`src/rtl/tt_cam_lookup_if.sv`:
```
// rtl/tt_cam_lookup_if.sv - request/result bundle for the masked-compare lookup table
interface tt_cam_lookup_if #(
  parameter int VALUE_WIDTH = 32,
  parameter int ENTRIES     = 8
);
  localparam int IDX_WIDTH = $clog2(ENTRIES);

  logic                   i_wr_valid;
  logic [IDX_WIDTH-1:0]   i_wr_idx;
  logic [VALUE_WIDTH-1:0] i_wr_value;
  logic                   i_inv_valid;
  logic [IDX_WIDTH-1:0]   i_inv_idx;
  logic                   i_flush;
  logic                   i_lookup_valid;
  logic [VALUE_WIDTH-1:0] i_lookup_value;
  logic [VALUE_WIDTH-1:0] i_lookup_value_mask;
  logic                   i_lookup_valid_mask;

  logic                   o_lookup_valid;
  logic [ENTRIES-1:0]     o_match;
  logic                   o_hit;
  logic [IDX_WIDTH-1:0]   o_hit_idx;
  logic                   o_multi_hit;
  logic [ENTRIES-1:0]     o_valids;
  logic                   o_full;
  logic [IDX_WIDTH-1:0]   o_free_idx;

  modport master (
    output i_wr_valid, i_wr_idx, i_wr_value, i_inv_valid, i_inv_idx, i_flush,
           i_lookup_valid, i_lookup_value, i_lookup_value_mask, i_lookup_valid_mask,
    input  o_lookup_valid, o_match, o_hit, o_hit_idx, o_multi_hit,
           o_valids, o_full, o_free_idx
  );

  modport slave (
    input  i_wr_valid, i_wr_idx, i_wr_value, i_inv_valid, i_inv_idx, i_flush,
           i_lookup_valid, i_lookup_value, i_lookup_value_mask, i_lookup_valid_mask,
    output o_lookup_valid, o_match, o_hit, o_hit_idx, o_multi_hit,
           o_valids, o_full, o_free_idx
  );
endinterface

```
`src/rtl/tt_cam_lookup.sv`:
```
// rtl/tt_cam_lookup.sv - small CAM: per-entry masked compare with registered match results
module tt_cam_lookup #(
  parameter int VALUE_WIDTH        = 32,
  parameter int ENTRIES            = 8,
  parameter bit DISABLE_ASSERTIONS = 1'b0
) (
  input  logic           i_clk,
  input  logic           i_reset_n,
  tt_cam_lookup_if.slave bus
);
  localparam int IDX_WIDTH = $clog2(ENTRIES);
  localparam logic [ENTRIES-1:0] ONE = {{(ENTRIES-1){1'b0}}, 1'b1};

  logic [ENTRIES-1:0]     valid;
  logic [ENTRIES-1:0]     valid_next;
  logic [VALUE_WIDTH-1:0] value [ENTRIES];
  logic [ENTRIES-1:0]     wr_sel;
  logic [ENTRIES-1:0]     inv_sel;
  logic [ENTRIES-1:0]     match_next;
  logic [IDX_WIDTH-1:0]   hit_idx_next;
  logic [IDX_WIDTH-1:0]   free_idx;

  // Out-of-range indices decode to no entry, so they leave state untouched.
  always_comb begin
    wr_sel  = '0;
    inv_sel = '0;
    for (int e = 0; e < ENTRIES; e++) begin
      wr_sel[e]  = bus.i_wr_valid  && (bus.i_wr_idx  == IDX_WIDTH'(e));
      inv_sel[e] = bus.i_inv_valid && (bus.i_inv_idx == IDX_WIDTH'(e));
    end
  end

  // Write is applied after invalidate so it wins on a shared index; flush overrides both.
  always_comb begin
    valid_next = valid;
    for (int e = 0; e < ENTRIES; e++) begin
      if (inv_sel[e]) valid_next[e] = 1'b0;
      if (wr_sel[e])  valid_next[e] = 1'b1;
    end
    if (bus.i_flush) valid_next = '0;
  end

  // Compare uses pre-edge state only; same-cycle updates are not bypassed.
  always_comb begin
    match_next   = '0;
    hit_idx_next = '0;
    for (int e = 0; e < ENTRIES; e++) begin
      match_next[e] = bus.i_lookup_valid
                   && (valid[e] || bus.i_lookup_valid_mask)
                   && (((bus.i_lookup_value ^ value[e]) & ~bus.i_lookup_value_mask) == '0);
    end
    for (int e = ENTRIES - 1; e >= 0; e--) begin
      if (match_next[e]) hit_idx_next = IDX_WIDTH'(e);
    end
  end

  always_comb begin
    free_idx = '0;
    for (int e = ENTRIES - 1; e >= 0; e--) begin
      if (!valid[e]) free_idx = IDX_WIDTH'(e);
    end
  end

  always_ff @(posedge i_clk or negedge i_reset_n) begin
    if (!i_reset_n) begin
      valid              <= '0;
      bus.o_lookup_valid <= 1'b0;
      bus.o_match        <= '0;
      bus.o_hit          <= 1'b0;
      bus.o_hit_idx      <= '0;
      bus.o_multi_hit    <= 1'b0;
    end else begin
      valid              <= valid_next;
      bus.o_lookup_valid <= bus.i_lookup_valid;
      bus.o_match        <= match_next;
      bus.o_hit          <= |match_next;
      bus.o_hit_idx      <= hit_idx_next;
      bus.o_multi_hit    <= (match_next & (match_next - ONE)) != '0;
    end
  end

  // Value storage is deliberately unreset; a flush suppresses the write.
  always_ff @(posedge i_clk) begin
    if (!bus.i_flush) begin
      for (int e = 0; e < ENTRIES; e++) begin
        if (wr_sel[e]) value[e] <= bus.i_wr_value;
      end
    end
  end

  assign bus.o_valids   = valid;
  assign bus.o_full     = &valid;
  assign bus.o_free_idx = free_idx;

`ifdef SIM
  wr_idx_range_check: assert property (@(posedge i_clk) disable iff (!i_reset_n)
    bus.i_wr_valid |-> (32'(bus.i_wr_idx) < ENTRIES));
  inv_idx_range_check: assert property (@(posedge i_clk) disable iff (!i_reset_n)
    bus.i_inv_valid |-> (32'(bus.i_inv_idx) < ENTRIES));
`endif

  if (!DISABLE_ASSERTIONS) begin : g_multi_hit_check
`ifdef SIM
    multi_hit_check: assert property (@(posedge i_clk) disable iff (!i_reset_n)
      !(bus.o_multi_hit && bus.o_lookup_valid));
`endif
  end
endmodule

```
`src/flat_wrapper.sv`:
```
// flat-port wrapper written by rule: the top's interface ports become plain ports
module tt_cam_lookup_flat 
#(
  parameter int VALUE_WIDTH        = 32,
  parameter int ENTRIES            = 8,
  parameter bit DISABLE_ASSERTIONS = 1'b0
)
  (i_clk, i_reset_n, bus_i_wr_valid, bus_i_wr_idx, bus_i_wr_value, bus_i_inv_valid, bus_i_inv_idx, bus_i_flush, bus_i_lookup_valid, bus_i_lookup_value, bus_i_lookup_value_mask, bus_i_lookup_valid_mask, bus_o_lookup_valid, bus_o_match, bus_o_hit, bus_o_hit_idx, bus_o_multi_hit, bus_o_valids, bus_o_full, bus_o_free_idx);
  tt_cam_lookup_if #(.VALUE_WIDTH(VALUE_WIDTH), .ENTRIES(ENTRIES)) bus_i ();
  input  logic i_clk;
  input  logic i_reset_n;
  input wire logic [$bits(bus_i.i_wr_valid)-1:0] bus_i_wr_valid;
  input wire logic [$bits(bus_i.i_wr_idx)-1:0] bus_i_wr_idx;
  input wire logic [$bits(bus_i.i_wr_value)-1:0] bus_i_wr_value;
  input wire logic [$bits(bus_i.i_inv_valid)-1:0] bus_i_inv_valid;
  input wire logic [$bits(bus_i.i_inv_idx)-1:0] bus_i_inv_idx;
  input wire logic [$bits(bus_i.i_flush)-1:0] bus_i_flush;
  input wire logic [$bits(bus_i.i_lookup_valid)-1:0] bus_i_lookup_valid;
  input wire logic [$bits(bus_i.i_lookup_value)-1:0] bus_i_lookup_value;
  input wire logic [$bits(bus_i.i_lookup_value_mask)-1:0] bus_i_lookup_value_mask;
  input wire logic [$bits(bus_i.i_lookup_valid_mask)-1:0] bus_i_lookup_valid_mask;
  output wire logic [$bits(bus_i.o_lookup_valid)-1:0] bus_o_lookup_valid;
  output wire logic [$bits(bus_i.o_match)-1:0] bus_o_match;
  output wire logic [$bits(bus_i.o_hit)-1:0] bus_o_hit;
  output wire logic [$bits(bus_i.o_hit_idx)-1:0] bus_o_hit_idx;
  output wire logic [$bits(bus_i.o_multi_hit)-1:0] bus_o_multi_hit;
  output wire logic [$bits(bus_i.o_valids)-1:0] bus_o_valids;
  output wire logic [$bits(bus_i.o_full)-1:0] bus_o_full;
  output wire logic [$bits(bus_i.o_free_idx)-1:0] bus_o_free_idx;
  assign bus_i.i_wr_valid = bus_i_wr_valid;
  assign bus_i.i_wr_idx = bus_i_wr_idx;
  assign bus_i.i_wr_value = bus_i_wr_value;
  assign bus_i.i_inv_valid = bus_i_inv_valid;
  assign bus_i.i_inv_idx = bus_i_inv_idx;
  assign bus_i.i_flush = bus_i_flush;
  assign bus_i.i_lookup_valid = bus_i_lookup_valid;
  assign bus_i.i_lookup_value = bus_i_lookup_value;
  assign bus_i.i_lookup_value_mask = bus_i_lookup_value_mask;
  assign bus_i.i_lookup_valid_mask = bus_i_lookup_valid_mask;
  assign bus_o_lookup_valid = bus_i.o_lookup_valid;
  assign bus_o_match = bus_i.o_match;
  assign bus_o_hit = bus_i.o_hit;
  assign bus_o_hit_idx = bus_i.o_hit_idx;
  assign bus_o_multi_hit = bus_i.o_multi_hit;
  assign bus_o_valids = bus_i.o_valids;
  assign bus_o_full = bus_i.o_full;
  assign bus_o_free_idx = bus_i.o_free_idx;
  tt_cam_lookup #(.VALUE_WIDTH(VALUE_WIDTH), .ENTRIES(ENTRIES), .DISABLE_ASSERTIONS(DISABLE_ASSERTIONS)) u_core (.i_clk(i_clk), .i_reset_n(i_reset_n), .bus(bus_i));
endmodule
```
`config.mk`:
```
export PLATFORM = sky130hd
export DESIGN_NAME = tt_cam_lookup_flat
export DESIGN_NICKNAME = d
export VERILOG_FILES = /design/src/rtl/tt_cam_lookup_if.sv /design/src/rtl/tt_cam_lookup.sv /design/src/flat_wrapper.sv
export SDC_FILE = /design/constraint.sdc
export NUM_CORES = 1
export LEC_CHECK = 0
export CORE_MARGIN = 8
export CORE_UTILIZATION = 57
export DETAILED_ROUTE_END_ITERATION = 7
export GPL_TIMING_DRIVEN = 0
export PLACE_DENSITY = 0.86
export REMOVE_ABC_BUFFERS = 1
export SYNTH_ARGS = -nofsm -noshare
export SYNTH_HDL_FRONTEND = slang
export SYNTH_SLANG_ARGS = --single-unit
```
`constraint.sdc`:
```
create_clock -name i_clk -period 2.19 [get_ports i_clk]
set_input_delay 0.657 -clock i_clk [delete_from_list [all_inputs] [get_ports i_clk]]
set_output_delay 0.657 -clock i_clk [all_outputs]
set_load 0.1 [all_outputs]
```
==> impl_metrics.tcl <==
set metrics [dict create \
    violations "negative setup slack" \
    hold_violations 0 \
    ant_nets 0 \
    worst_pin_slew_ns 0.9464 \
    synthTopCellsByArea "edfxtp_1 61%, xnor2_1 18%, o22ai_1 4.4%, dfrtp_1 4.4%, o22a_1 1.3%" \
    area_growth_pct 25.06 \
    drive_gt1_share_pct 23.97 \
    io_buffers 134 \
    r2r_slack_ns -0.35 \
    synth-simple-area-share_pct 4.604 \
    synth_top_family_by_area "XOR/XNOR gates" \
    fmax_mhz 394.0 \
    skew_ns 0.01002 \
    syn_inst 855 \
    cts_sinks 278 \
    place_hpwl_um 20660 \
    dp_slack_ns -1.674 \
    synth_edf_count 256 \
    relSlewSlack_pct 36.71 \
    start_kind "input pin" \
    rsz0062_at_grt "true" \
    clk_latency_ns 0.55 \
    reg2reg_from "u_core.value[0][35]" \
    min_path_type "input pin to flip-flop" \
    drc 0 \
    synth_seq_cells 278 \
    grt_pass1_wl_um 47550 \
    clockBufferDepth 3 \
    synth_top_area_share_pct 61.23 \
    ioPinCount 135 \
    finalSetupViolations 11 \
    p_per_area_nw_per_um2 753.8 \
    setup_slack_ns -0.3484 \
    status "finished, violations left" \
    grt_max_degree 27 \
    cts-root-buf "clkbuf_16" \
    dieHeight_um 164.4 \
    first_pass_iters 5 \
    drtIter0Drc 1080 \
    core_um2 21760 \
    grt_pass1_vias 8044 \
    vdd_drop_max_mv 0.5776 \
    start_util_pct 57.71 \
    ys.flop_type "edfxtp_1" \
    path_max_fanout 8 \
    synth_area_um2 12550 \
    antenna_found_initial 1 \
    critPathCapture "u_core.bus.o_multi_hit" \
    cellLeakagePower_nw 5.149 \
    synth_compound_area_share_pct 8.880 \
    drv_cap 0 \
    synth_top_cell_by_area "edfxtp_1" \
    vias_per_cell 6.350 \
    rows 54 \
    path_clk_slew_ns 0.07 \
    endpoint_kind "flip-flop" \
    placed_cells 1217 \
    place_congestion 0.8333 \
    hold_slack_ns 0.5876 \
    ys_seq_area_share_pct 65.62 \
    num_vias 8249 \
    finalInstanceArea_um2 15700 \
    post-route-util_pct 72.17 \
    dieArea_um2 27030 \
    cts_tree "done" \
    ys_types 42 \
    fin_nets 1110 \
    synthMuxAreaShare_pct 0 \
    crit_type "input pin to flip-flop" \
    wl_per_cell_um 26.06 \
    crit_start "bus_i_lookup_value_mask[30]" \
    placed_cell_area_um2 14190 \
    cts_buffers 27 \
    finalCritPeriodShare_pct 115.9 \
    grtUsageTotal_pct 23.29 \
    cp_data_required_time_ns 2.66 \
    final-instance-count-excl-fill 1299 \
    yosysWarnings 0 \
    drv_slew 0 \
    routed_wl_um 33860 \
    regToRegEndpoint "u_core.bus.o_multi_hit" \
    h-tree-depth 1 \
    die_x_um 164.4 \
    avgSynthCellArea_um2 14.68 \
    synth_xor_area_share_pct 18.04 \
    async_reset_ff_share_pct 7.914 \
    ff2ff_path_depth 10 \
    fin_crit_ns 2.538 \
    crit_arrival_ns 3.00 \
    overflow 0 \
    synthAdderAreaFrac_pct 0.1595 \
]
==> worst min path at each step <==
| stage | from | end | slack [ns] | cells after the start |
|---|---|---|---|---|
| floorplan | i_reset_n | u_core.bus.o_hit | 0.36 | 0 |
| CTS | bus_i_lookup_valid | u_core.bus.o_lookup_valid | 0.54 | 1 |
| finish | bus_i_lookup_valid | u_core.bus.o_lookup_valid | 0.59 | 1 |
| global route | bus_i_lookup_valid | u_core.bus.o_lookup_valid | 0.58 | 1 |
| detailed placement | u_core.bus.o_valids[5] | u_core.bus.o_valids[5] | 0.63 | 1 |
| global placement | u_core.bus.o_valids[7] | u_core.bus.o_valids[7] | 0.62 | 1 |
==> layout make-up <==
class / instances / area, µm²
Multi-Input combinational cell: 508 / 4441
Sequential cell: 278 / 8248
Clock inverter: 9 / 87.58
Inverter: 5 / 20.02
Tap cell: 280 / 350.3
Timing Repair Buffer: 181 / 1777
Fill cell: 1252 / 6055
Antenna cell: 1 / 2.502
Clock buffer: 37 / 775.7
==> through the flow <==
stage | setup TNS, ns | power (mW)
CTS | -0.7929 | 11.70
global route | -2.260 | 12.09
floorplan | -212.68 | 6.624
detailed placement | -144.99 | 7.245
global placement | -715.19 | 7.191
finish | -1.782 | 11.84
==> registers in the layout, summed over array words and instances, names as in the netlist <==
register,flops
u_core.value,256
u_core.bus.o_lookup_valid,1
u_core.bus.o_hit,1
u_core.bus.o_hit_idx,3
u_core.bus.o_match,8
u_core.bus.o_valids,8
u_core.bus.o_multi_hit,1
==> power by group <==
group	switching (mW)	internal, mW	leakage (nW)	total (mW)
clock network	1.99	2.60	0.430	4.59
logic	0.752	0.531	2.12	1.28
registers	0.0559	5.91	2.60	5.96
total	2.80	9.04	5.15	11.8
==> synthesized netlist by cell type (all sizes together) (8+ instances only) <==
| cell type | instances |
|---|---|
| o22a | 20 |
| nor3 | 11 |
| nor2 | 33 |
| dfrtp | 22 |
| nor4 | 13 |
| o22ai | 89 |
| edfxtp | 256 |
| buf | 48 |
| o221ai | 20 |
| xnor2 | 256 |
| clkbuf | 16 |
| nand2 | 8 |
| o21ai | 10 |
| nand4 | 12 |
==> placed cells by master, fill, tap and decap left out, drive strengths merged, types with 6 or more instances in the layout <==
master         instances
edfxtp               256
xnor2                256
o22ai                 89
buf                   72
clkbuf                46
clkdlybuf4s50         42
nor2                  33
clkdlybuf4s15         31
dlygate4sd2           22
dfrtp                 22
o22a                  20
o221ai                20
nor4                  13
nand4                 12
nor3                  11
o21ai                 10
nand2                  8
clkinv                 6
inv                    6
==> logic make-up after synthesis <==
family | count (synthesis)
fa+ha+maj | 2
compound gates | 156
simple gates | 94
buf+inv | 69
xor+xnor | 256
flops | 278
==> routing by layer <==
metal  vias to the layer above  GRT usage (%)  share of wire, %
li1                       3479              -                 -
met1                      4059          29.14                36
met2                       591          39.69                50
met3                       120          4.013               9.4
met4                         0          9.623               4.4
met5                         -              0                 0
==> critical path, stage by stage <==
cell	delay, ns
dlygate4sd2_1	0.38
o22a_1	0.25
o221ai_1	0.14
nor3_2	0.30
nand4_1	0.32
nor4_4	0.30
buf_4	0.19
maj3_1	0.18
o21ai_0	0.12
a22oi_2	0.17
==> what timing repair did <==
action | CTS | global route
setup endpoints to repair | 107 | 51
hold buffers | 0 | 0
setup buffers | 23 | 12
gates resized for setup | 299 | 72
pin swaps | 41 | 26
Power figures use the tool's default switching activity.
